==> src/rtl/audio_mixer.sv <==
// Stereo mixer for SuperSprite, Mockingboard and speaker audio: per-source gain, sequenced MAC, saturation.
// Define AUDIO_MIXER_SPK_DECAY_EN to fade an idle speaker level towards zero.
module audio_mixer #(
    parameter int unsigned SPK_SHIFT    = 13,
    parameter int unsigned MB_SHIFT     = 5,
    parameter int unsigned DECAY_CYCLES = 2_700_000
) (
    input  logic        clk_logic,
    input  logic        device_reset_n,
    input  logic        sample_req_i,
    input  logic [15:0] ssp_audio_i,
    input  logic [9:0]  mb_audio_l_i,
    input  logic [9:0]  mb_audio_r_i,
    input  logic        speaker_i,
    input  logic        mute_i,
    input  logic        vol_wr_i,
    input  logic [1:0]  vol_sel_i,
    input  logic [3:0]  vol_data_i,
    output logic [15:0] audio_l_o,
    output logic [15:0] audio_r_o,
    output logic        valid_o,
    output logic        busy_o,
    output logic        overrun_o
);

    localparam logic [2:0] IDLE    = 3'd0;
    localparam logic [2:0] ACC_SSP = 3'd1;
    localparam logic [2:0] ACC_MB  = 3'd2;
    localparam logic [2:0] ACC_SPK = 3'd3;
    localparam logic [2:0] SAT     = 3'd4;

    logic [2:0]  state;
    logic [3:0]  g_ssp, g_mb, g_spk;
    logic [3:0]  sh_g_ssp, sh_g_mb, sh_g_spk;
    logic [15:0] sh_ssp;
    logic [9:0]  sh_mb_l, sh_mb_r;
    logic [15:0] sh_spk;
    logic        sh_mute;
    logic [19:0] acc_l, acc_r;
    logic [19:0] add_l, add_r;
    logic [19:0] ssp_prod, mb_l_prod, mb_r_prod, spk_prod;
    logic [15:0] sat_l, sat_r;
    logic [15:0] spk_lvl;

`ifdef AUDIO_MIXER_SPK_DECAY_EN
    logic        spk_prev;
    logic [21:0] decay_cnt;
    logic [11:0] decay_pre;

    // After DECAY_CYCLES without a speaker edge, halve the level every 4096 cycles.
    always_ff @(posedge clk_logic) begin
        if (!device_reset_n) begin
            spk_prev  <= 1'b0;
            decay_cnt <= '0;
            decay_pre <= '0;
            spk_lvl   <= '0;
        end else if (speaker_i != spk_prev) begin
            spk_prev  <= speaker_i;
            decay_cnt <= '0;
            decay_pre <= '0;
            spk_lvl   <= 16'(speaker_i) << SPK_SHIFT;
        end else if (decay_cnt != 22'(DECAY_CYCLES)) begin
            decay_cnt <= decay_cnt + 22'd1;
        end else begin
            decay_pre <= decay_pre + 12'd1;
            if (decay_pre == '1) begin
                spk_lvl <= spk_lvl >> 1;
            end
        end
    end
`else
    assign spk_lvl = 16'(speaker_i) << SPK_SHIFT;
`endif

    assign ssp_prod  = 20'(sh_ssp) * 20'(sh_g_ssp);
    assign mb_l_prod = (20'(sh_mb_l) << MB_SHIFT) * 20'(sh_g_mb);
    assign mb_r_prod = (20'(sh_mb_r) << MB_SHIFT) * 20'(sh_g_mb);
    assign spk_prod  = 20'(sh_spk) * 20'(sh_g_spk);

    always_comb begin
        add_l = '0;
        add_r = '0;
        case (state)
            ACC_SSP: begin
                add_l = ssp_prod >> 3;
                add_r = ssp_prod >> 3;
            end
            ACC_MB: begin
                add_l = mb_l_prod >> 3;
                add_r = mb_r_prod >> 3;
            end
            ACC_SPK: begin
                add_l = spk_prod >> 3;
                add_r = spk_prod >> 3;
            end
            default: ;
        endcase
    end

    always_comb begin
        sat_l = (acc_l > 20'h0FFFF) ? 16'hFFFF : acc_l[15:0];
        sat_r = (acc_r > 20'h0FFFF) ? 16'hFFFF : acc_r[15:0];
        if (sh_mute) begin
            sat_l = '0;
            sat_r = '0;
        end
    end

    assign busy_o = (state != IDLE);

    always_ff @(posedge clk_logic) begin
        if (!device_reset_n) begin
            state     <= IDLE;
            audio_l_o <= '0;
            audio_r_o <= '0;
            valid_o   <= 1'b0;
            overrun_o <= 1'b0;
            g_ssp     <= 4'd8;
            g_mb      <= 4'd8;
            g_spk     <= 4'd8;
            sh_g_ssp  <= '0;
            sh_g_mb   <= '0;
            sh_g_spk  <= '0;
            sh_ssp    <= '0;
            sh_mb_l   <= '0;
            sh_mb_r   <= '0;
            sh_spk    <= '0;
            sh_mute   <= 1'b0;
            acc_l     <= '0;
            acc_r     <= '0;
        end else begin
            valid_o   <= 1'b0;
            overrun_o <= sample_req_i && (state != IDLE);

            if (vol_wr_i) begin
                case (vol_sel_i)
                    2'd0:    g_ssp <= vol_data_i;
                    2'd1:    g_mb  <= vol_data_i;
                    2'd2:    g_spk <= vol_data_i;
                    default: ;
                endcase
            end

            case (state)
                IDLE: begin
                    if (sample_req_i) begin
                        sh_ssp   <= ssp_audio_i;
                        sh_mb_l  <= mb_audio_l_i;
                        sh_mb_r  <= mb_audio_r_i;
                        sh_spk   <= spk_lvl;
                        sh_mute  <= mute_i;
                        sh_g_ssp <= g_ssp;
                        sh_g_mb  <= g_mb;
                        sh_g_spk <= g_spk;
                        acc_l    <= '0;
                        acc_r    <= '0;
                        state    <= ACC_SSP;
                    end
                end
                ACC_SSP, ACC_MB, ACC_SPK: begin
                    acc_l <= acc_l + add_l;
                    acc_r <= acc_r + add_r;
                    state <= state + 3'd1;
                end
                SAT: begin
                    audio_l_o <= sat_l;
                    audio_r_o <= sat_r;
                    valid_o   <= 1'b1;
                    state     <= IDLE;
                end
                default: state <= IDLE;
            endcase
        end
    end

endmodule

==> config.mk <==
export PLATFORM = sky130hd
export DESIGN_NAME = audio_mixer
export DESIGN_NICKNAME = d
export VERILOG_FILES = /design/src/rtl/audio_mixer.sv
export SDC_FILE = /design/constraint.sdc
export NUM_CORES = 1
export LEC_CHECK = 0
export ABC_AREA = 0
export ABC_CLOCK_PERIOD_IN_PS = 6780
export BUFFER_PORTS_ARGS = -buffer_cell sky130_fd_sc_hd__buf_2
export CORE_MARGIN = 2
export CORE_UTILIZATION = 56
export DETAILED_ROUTE_END_ITERATION = 7
export PLACE_DENSITY = 0.75
export SETUP_SLACK_MARGIN = 0.1
export SLEW_MARGIN = 25
export SYNTH_ARGS = -nofsm -noshare
export SYNTH_HDL_FRONTEND = slang
export SYNTH_SLANG_ARGS = --single-unit
export TNS_END_PERCENT = 50
==> constraint.sdc <==
create_clock -name clk_logic -period 6.78 [get_ports clk_logic]
set_clock_uncertainty 0.15 [all_clocks]
set_input_delay 0.678 -clock clk_logic [delete_from_list [all_inputs] [get_ports clk_logic]]
set_output_delay 0.678 -clock clk_logic [all_outputs]
set_load 0.03 [all_outputs]
After elaboration in Yosys (flattened, before gate mapping)

Index checks and enable logic that the tools add are counted.

Register bits after elaboration: 139
Bits of input ports: 48
Output and inout bits: 35
Logic and storage cells: 57

Add/sub/neg operators: 3
Multiply operators: 4
$lt $le $gt $ge: 2
Equality and inequality tests: 7
Mux-type cells: 12
Reduce and logical (&&, ||, !) cells: 11

Operators with widths:

| operator                                                                | count |
|---|---|
| 17-bit one-hot mux with 3 select lines                                  | 2 |
| 20-bit one-hot mux with 2 select lines                                  | 2 |
| 16-bit two-way mux                                                      | 4 |
| 20-bit by 17-bit adder with 20-bit output                               | 2 |
| 20-bit by 16-bit > comparator with 1-bit output (second input constant) | 2 |
| 10-bit by 4-bit multiplier with 14-bit output                           | 2 |
| 16-bit by 4-bit multiplier with 20-bit output                           | 1 |
| 20-bit two-way mux                                                      | 1 |
| 2-bit AND reduction                                                     | 5 |
| 3-bit by 2-bit equality test with 1-bit output (second input constant)  | 2 |
| 3-bit one-hot mux with 2 select lines                                   | 1 |
| 1-bit by 4-bit multiplier with 5-bit output                             | 1 |
| 3-bit by 1-bit adder with 3-bit output (second input constant)          | 1 |
| 3-bit by 1-bit equality test with 1-bit output (second input constant)  | 1 |
| 3-bit equality test (second input constant)                             | 1 |
| 3-bit zero test                                                         | 1 |
| 3-bit two-way mux                                                       | 1 |
| 3-bit nonzero test                                                      | 1 |
| 3-bit OR reduction                                                      | 1 |
| 2-bit by 1-bit equality test with 1-bit output (second input constant)  | 1 |
| 2-bit equality test (second input constant)                             | 1 |
| 2-bit zero test                                                         | 1 |
| 2-bit inequality test (second input constant)                           | 1 |
| 2-bit nonzero test                                                      | 1 |
| 2 further kinds                                                         | 2 |

Logic depth before layout (Yosys ltp)

Depth in word-level cells: 4
Depth in mapped cells: 23
Gate-level depth less buffers: 22

Worst setup path after synthesis

No wires, ideal clock.

Path kind: register to register
From: register sh_g_ssp[3]
To: register acc_r[16]
Setup time: 0.129 ns
Data arrival time: 4.981 ns
Required time: 6.501 ns
Path slack: 1.520 ns
Cell stages (with the launch flop): 23
Buffers on the path: 2
Period minus slack after synthesis: 5.260 ns
Cell sequence: dfxtp_1 > clkbuf_1 > nand2_1 > fa_1 > inv_1 > fa_1 > fa_1 > a211oi_1 > o21ai_1 > a31o_2 > a21oi_1 > xnor2_1 > nand2_1 > o21ai_0 > ha_1 > clkbuf_1 > a21o_1 > a21o_1 > a2111oi_0 > o41ai_1 > a31oi_1 > xor2_1 > o21ai_0

Cells in the longest elaborated chain, start to end: 4

RTL lines:

| what                                          | RTL line | text |
|---|---|---|
| start: declaration                            | 34       | `logic [3:0] sh_g_ssp, sh_g_mb, sh_g_spk;` |
| start signal: assignment                      | 152      | `sh_g_ssp <= g_ssp;` |
| 16-bit by 4-bit multiplier with 20-bit output | 75       | `assign ssp_prod = 20'(sh_ssp) * 20'(sh_g_ssp);` |
| 17-bit one-hot mux with 3 select lines        | 83       | `case (state)` |
| 20-bit by 17-bit adder with 20-bit output     | 162      | `acc_r <= acc_r + add_r;` |
| 20-bit one-hot mux with 2 select lines        | 144      | `case (state)` |
| end signal: assignment                        | 162      |  |
| end: declaration                              | 39       | `logic [19:0] acc_l, acc_r;` |

No other way between the ends.
A chain may end at the register's enable or synchronous reset.

Worst setup path in the final report

From: register sh_g_ssp[2]
To: register acc_l[19]

Cells in the longest elaborated chain, start to end: 4

RTL lines:

| what                                          | RTL line | text |
|---|---|---|
| 16-bit by 4-bit multiplier with 20-bit output | 75       |  |
| 17-bit one-hot mux with 3 select lines        | 83       |  |
| 20-bit by 17-bit adder with 20-bit output     | 161      | `acc_l <= acc_l + add_l;` |
| 20-bit one-hot mux with 2 select lines        | 144      |  |
| end signal: assignment                        | 161      |  |
| end: declaration                              | 39       |  |

No other way between the ends.

==> results.py <==
metrics = {
    "status": {
        "outcome": "complete, no violations",
    },
    "clock_network": {
        "postCtsSetupRepairBufs": 0,
        "numClockSinks": 139,
        "cts_max_path_buffers": 2,
        "clk_latency_ns": 0.44,
        "postCtsHoldBufs": 0,
        "cts-root-buf": "clkbuf_16",
        "post_cts_resized": 0,
        "htreeDepth": 4,
        "cts_tree": "done",
        "numCtsBuffers": 17,
        "path_clk_slew_ns": 0.07,
    },
    "synthesis": {
        "synth-compound-area-share_pct": 18.8,
        "synth-adder-area-share_pct": 21.3,
        "synth_xor_area_share_pct": 4.41,
        "synth_top_area_share_pct": 24.1,
        "yosysTopAreaCell": "dfxtp_1",
        "ys_top_cells_by_count": "nand2_1, dfxtp_1, inv_1",
        "syn_area_um2": 11500,
        "yosys.area_share.simple_pct": 24.0,
        "synth-seq-cells": 139,
        "synthFlopType": "dfxtp_1",
        "synthMuxAreaShare_pct": 1.30,
        "seq_area_frac_synth_pct": 24.1,
        "syn-num-nets": 1653,
        "synthCells": 1446,
        "yosys_warnings": 0,
        "synth_top_family_by_area": "simple AND/OR/NAND/NOR gates",
        "synthArstFlopShare_pct": 0,
        "synth_cell_types": 66,
        "synthMostInstantiatedCell": "nand2_1",
        "syn_area_per_cell_um2": 7.97,
        "synthTopCellsByArea": "dfxtp_1, fa_1, ha_1",
        "synth-edff-count": 0,
    },
    "worst_setup_path": {
        "crit_path_max_fanout": 17,
        "required_ns": 6.95,
        "worst_path_max_delay_cell": "fa_1",
        "cp-start-kind": "register",
        "cp_cell_sequence": "and2_1 > fa_1 > inv_1 > fa_1 > inv_1 > ha_1 > nand2_1 > o31a_1 > o31ai_4 > a41o_2 > xor2_1 > a32oi_1 > o21ai_0 > ha_1 > a211oi_1 > nor2_1 > o41a_1 > a221o_1 > a31oi_2 > or3_1 > a21oi_1",
        "worst-r2r-cell-count": 21,
        "reg2reg_setup_slack_ns": 0.87,
        "r2r_start": "sh_g_ssp[2]",
        "worstPathArrival_ns": 6.07,
        "worst-path-buf-inv": 2,
        "cp-startpoint": "sh_g_ssp[2]",
        "reg2reg_to": "acc_l[19]",
        "crit_family": "compound AO/OA/AOI/OAI gates",
        "worstSetupEndpointType": "register",
        "crit_end": "acc_l[19]",
        "path_class": "reg -> reg",
        "cpPeakStageDelay_ns": 0.53,
        "critical_path_depth": 21,
    },
    "timing": {
        "fin_crit_ns": 5.91,
        "fin_tns_setup_ns": 0,
        "tightestPinTransition_ns": 0.922,
        "setup_viol_count_final": 0,
        "worst_slack_ns": 0.873,
        "relSlewSlack_pct": 38.6,
        "holdWs_ns": 0.320,
        "fmax_ghz": 0.169,
        "grt_setup_unrepaired": "false",
        "hold_violations": 0,
        "drv_slew": 0,
        "final.period_utilization_pct": 87.1,
    },
    "placed_design": {
        "gp_congestion": 0.930,
        "portBuffers": 82,
        "place_inst": 1733,
        "preCtsSetupSlack_ns": 1.05,
        "dp_hpwl_um": 21500,
    },
    "final_layout": {
        "num-nets-final": 1689,
        "final-instance-count-excl-fill": 1765,
        "final.fill_count": 1753,
        "drive_gt1_share_pct": 9.57,
        "diodes": 0,
        "area_growth_pct": 10.2,
    },
    "floorplan": {
        "dieArea_um2": 21700,
        "pin_count": 83,
        "core_um2": 20200,
        "die-width_um": 147,
        "start_util_pct": 57.0,
        "num_rows": 52,
        "die_h_um": 147,
    },
    "routing": {
        "drc": 0,
        "wl_per_cell_um": 15.9,
        "firstDrtPassIters": 5,
        "ant_nets": 0,
        "wirelength_um": 28100,
        "via_per_inst": 5.60,
        "drtIter0Drc": 515,
        "vias": 9890,
    },
    "pwr": {
        "total_power_mw": 2.11,
        "power.density_nw_per_um2": 166,
        "power_leakage_nw": 5.72,
        "irDropWorstVdd_uv": 171,
    },
    "min_path": {
        "hp-class": "reg -> reg",
    },
    "grt": {
        "grt_use_total_pct": 26.3,
        "antenna_found_initial": 0,
        "grt_pass1_wl_um": 46700,
        "grt_pass1_vias": 9394,
        "gr-total-overflow": 0,
        "grt_start_max_net_pins": 65,
    },
    "run": {
        "maxCapViolCount": 0,
    },
}
## registers in the layout, indices dropped and copies added (netlist names)
register / flops
acc_l: 20
acc_r: 20
audio_l_o: 16
audio_r_o: 16
g_mb: 4
g_spk: 4
g_ssp: 4
overrun_o: 1
sh_g_mb: 4
sh_g_spk: 4
sh_g_ssp: 4
sh_mb_l: 10
sh_mb_r: 10
sh_mute: 1
sh_spk: 1
sh_ssp: 16
state: 3
valid_o: 1
## cells in the final DEF (no fill, tap or decap), drive strengths merged, types with 18 or more instances in the layout
cell type / Yosys / final
a211oi: 18 / 18
a21boi: 52 / 52
a21o: 23 / 23
a21oi: 77 / 77
and2: 96 / 96
buf: 5 / 87
dfxtp: 139 / 139
fa: 62 / 62
ha: 97 / 97
inv: 116 / 125
nand2: 223 / 223
nor2: 75 / 75
nor2b: 70 / 70
nor3: 46 / 46
o21ai: 66 / 66
xnor2: 33 / 33
xor2: 25 / 25
## cell type report
| class | instances | area (um^2) | share of cell area (%) |
|---|---|---|---|
| tap | 270 | 338 | 2.66 |
| clock inverter | 15 | 173 | 1.36 |
| inverter | 116 | 435 | 3.43 |
| multi-input combinational | 1121 | 8070 | 63.5 |
| clock buffer | 17 | 425 | 3.35 |
| timing repair buffer | 87 | 480 | 3.78 |
| sequential | 139 | 2780 | 21.9 |
## per-stage QoR
stage | utilization, % | cell area [um^2]
3_5_place_dp | 59.8 | 12100
6_report | 62.8 | 12700
2_1_floorplan | - | 11500
4_1_cts | 62.8 | 12700
5_1_grt | 62.8 | 12700
3_3_place_gp | 59.5 | 12000
## worst min-delay path: cells and delay by family (launching register included)
kind / cells / cell delay, ns
flip-flops: 1 / 0.31
AND/OR/NAND/NOR: 1 / 0.06
AO/OA/AOI/OAI: 1 / 0.06
## logic make-up (layout without fill, tap and decap cells)
group           after synthesis  count (layout)
xor+xnor                     58              58
compound gates              323             323
mux                          15              15
simple gates                566             566
buf+inv                     186             235
fa+ha+maj                   159             159
flops                       139             139
## routing by layer
layer / vias up / part of all wire (%) / track usage [%]
met5: - / 0 / 0
met4: 0 / 2.1 / 7.45
met3: 43 / 4.9 / 4.20
met2: 278 / 45 / 42.7
met1: 4628 / 48 / 36.6
li1: 4941 / - / -
## worst min path at each step
| stage | depth (start not counted) | startpoint | end |
|---|---|---|---|
| after floorplan | 2 | g_ssp[0] | sh_g_ssp[0] |
| after global placement | 2 | g_mb[1] | sh_g_mb[1] |
| after detailed placement | 2 | g_spk[3] | sh_g_spk[3] |
| after CTS | 3 | mb_audio_l_i[0] | sh_mb_l[0] |
| after global routing | 3 | mb_audio_l_i[5] | sh_mb_l[5] |
| final | 2 | g_spk[3] | sh_g_spk[3] |
## where the power goes
part           total [mW]  internal, mW  switching, mW  leakage (nW)
sequential          0.881         0.843         0.0382          1.13
combinational       0.251        0.0866          0.164          4.31
clock               0.975         0.527          0.448         0.289
No activity file was read; power rests on OpenSTA's default activity.
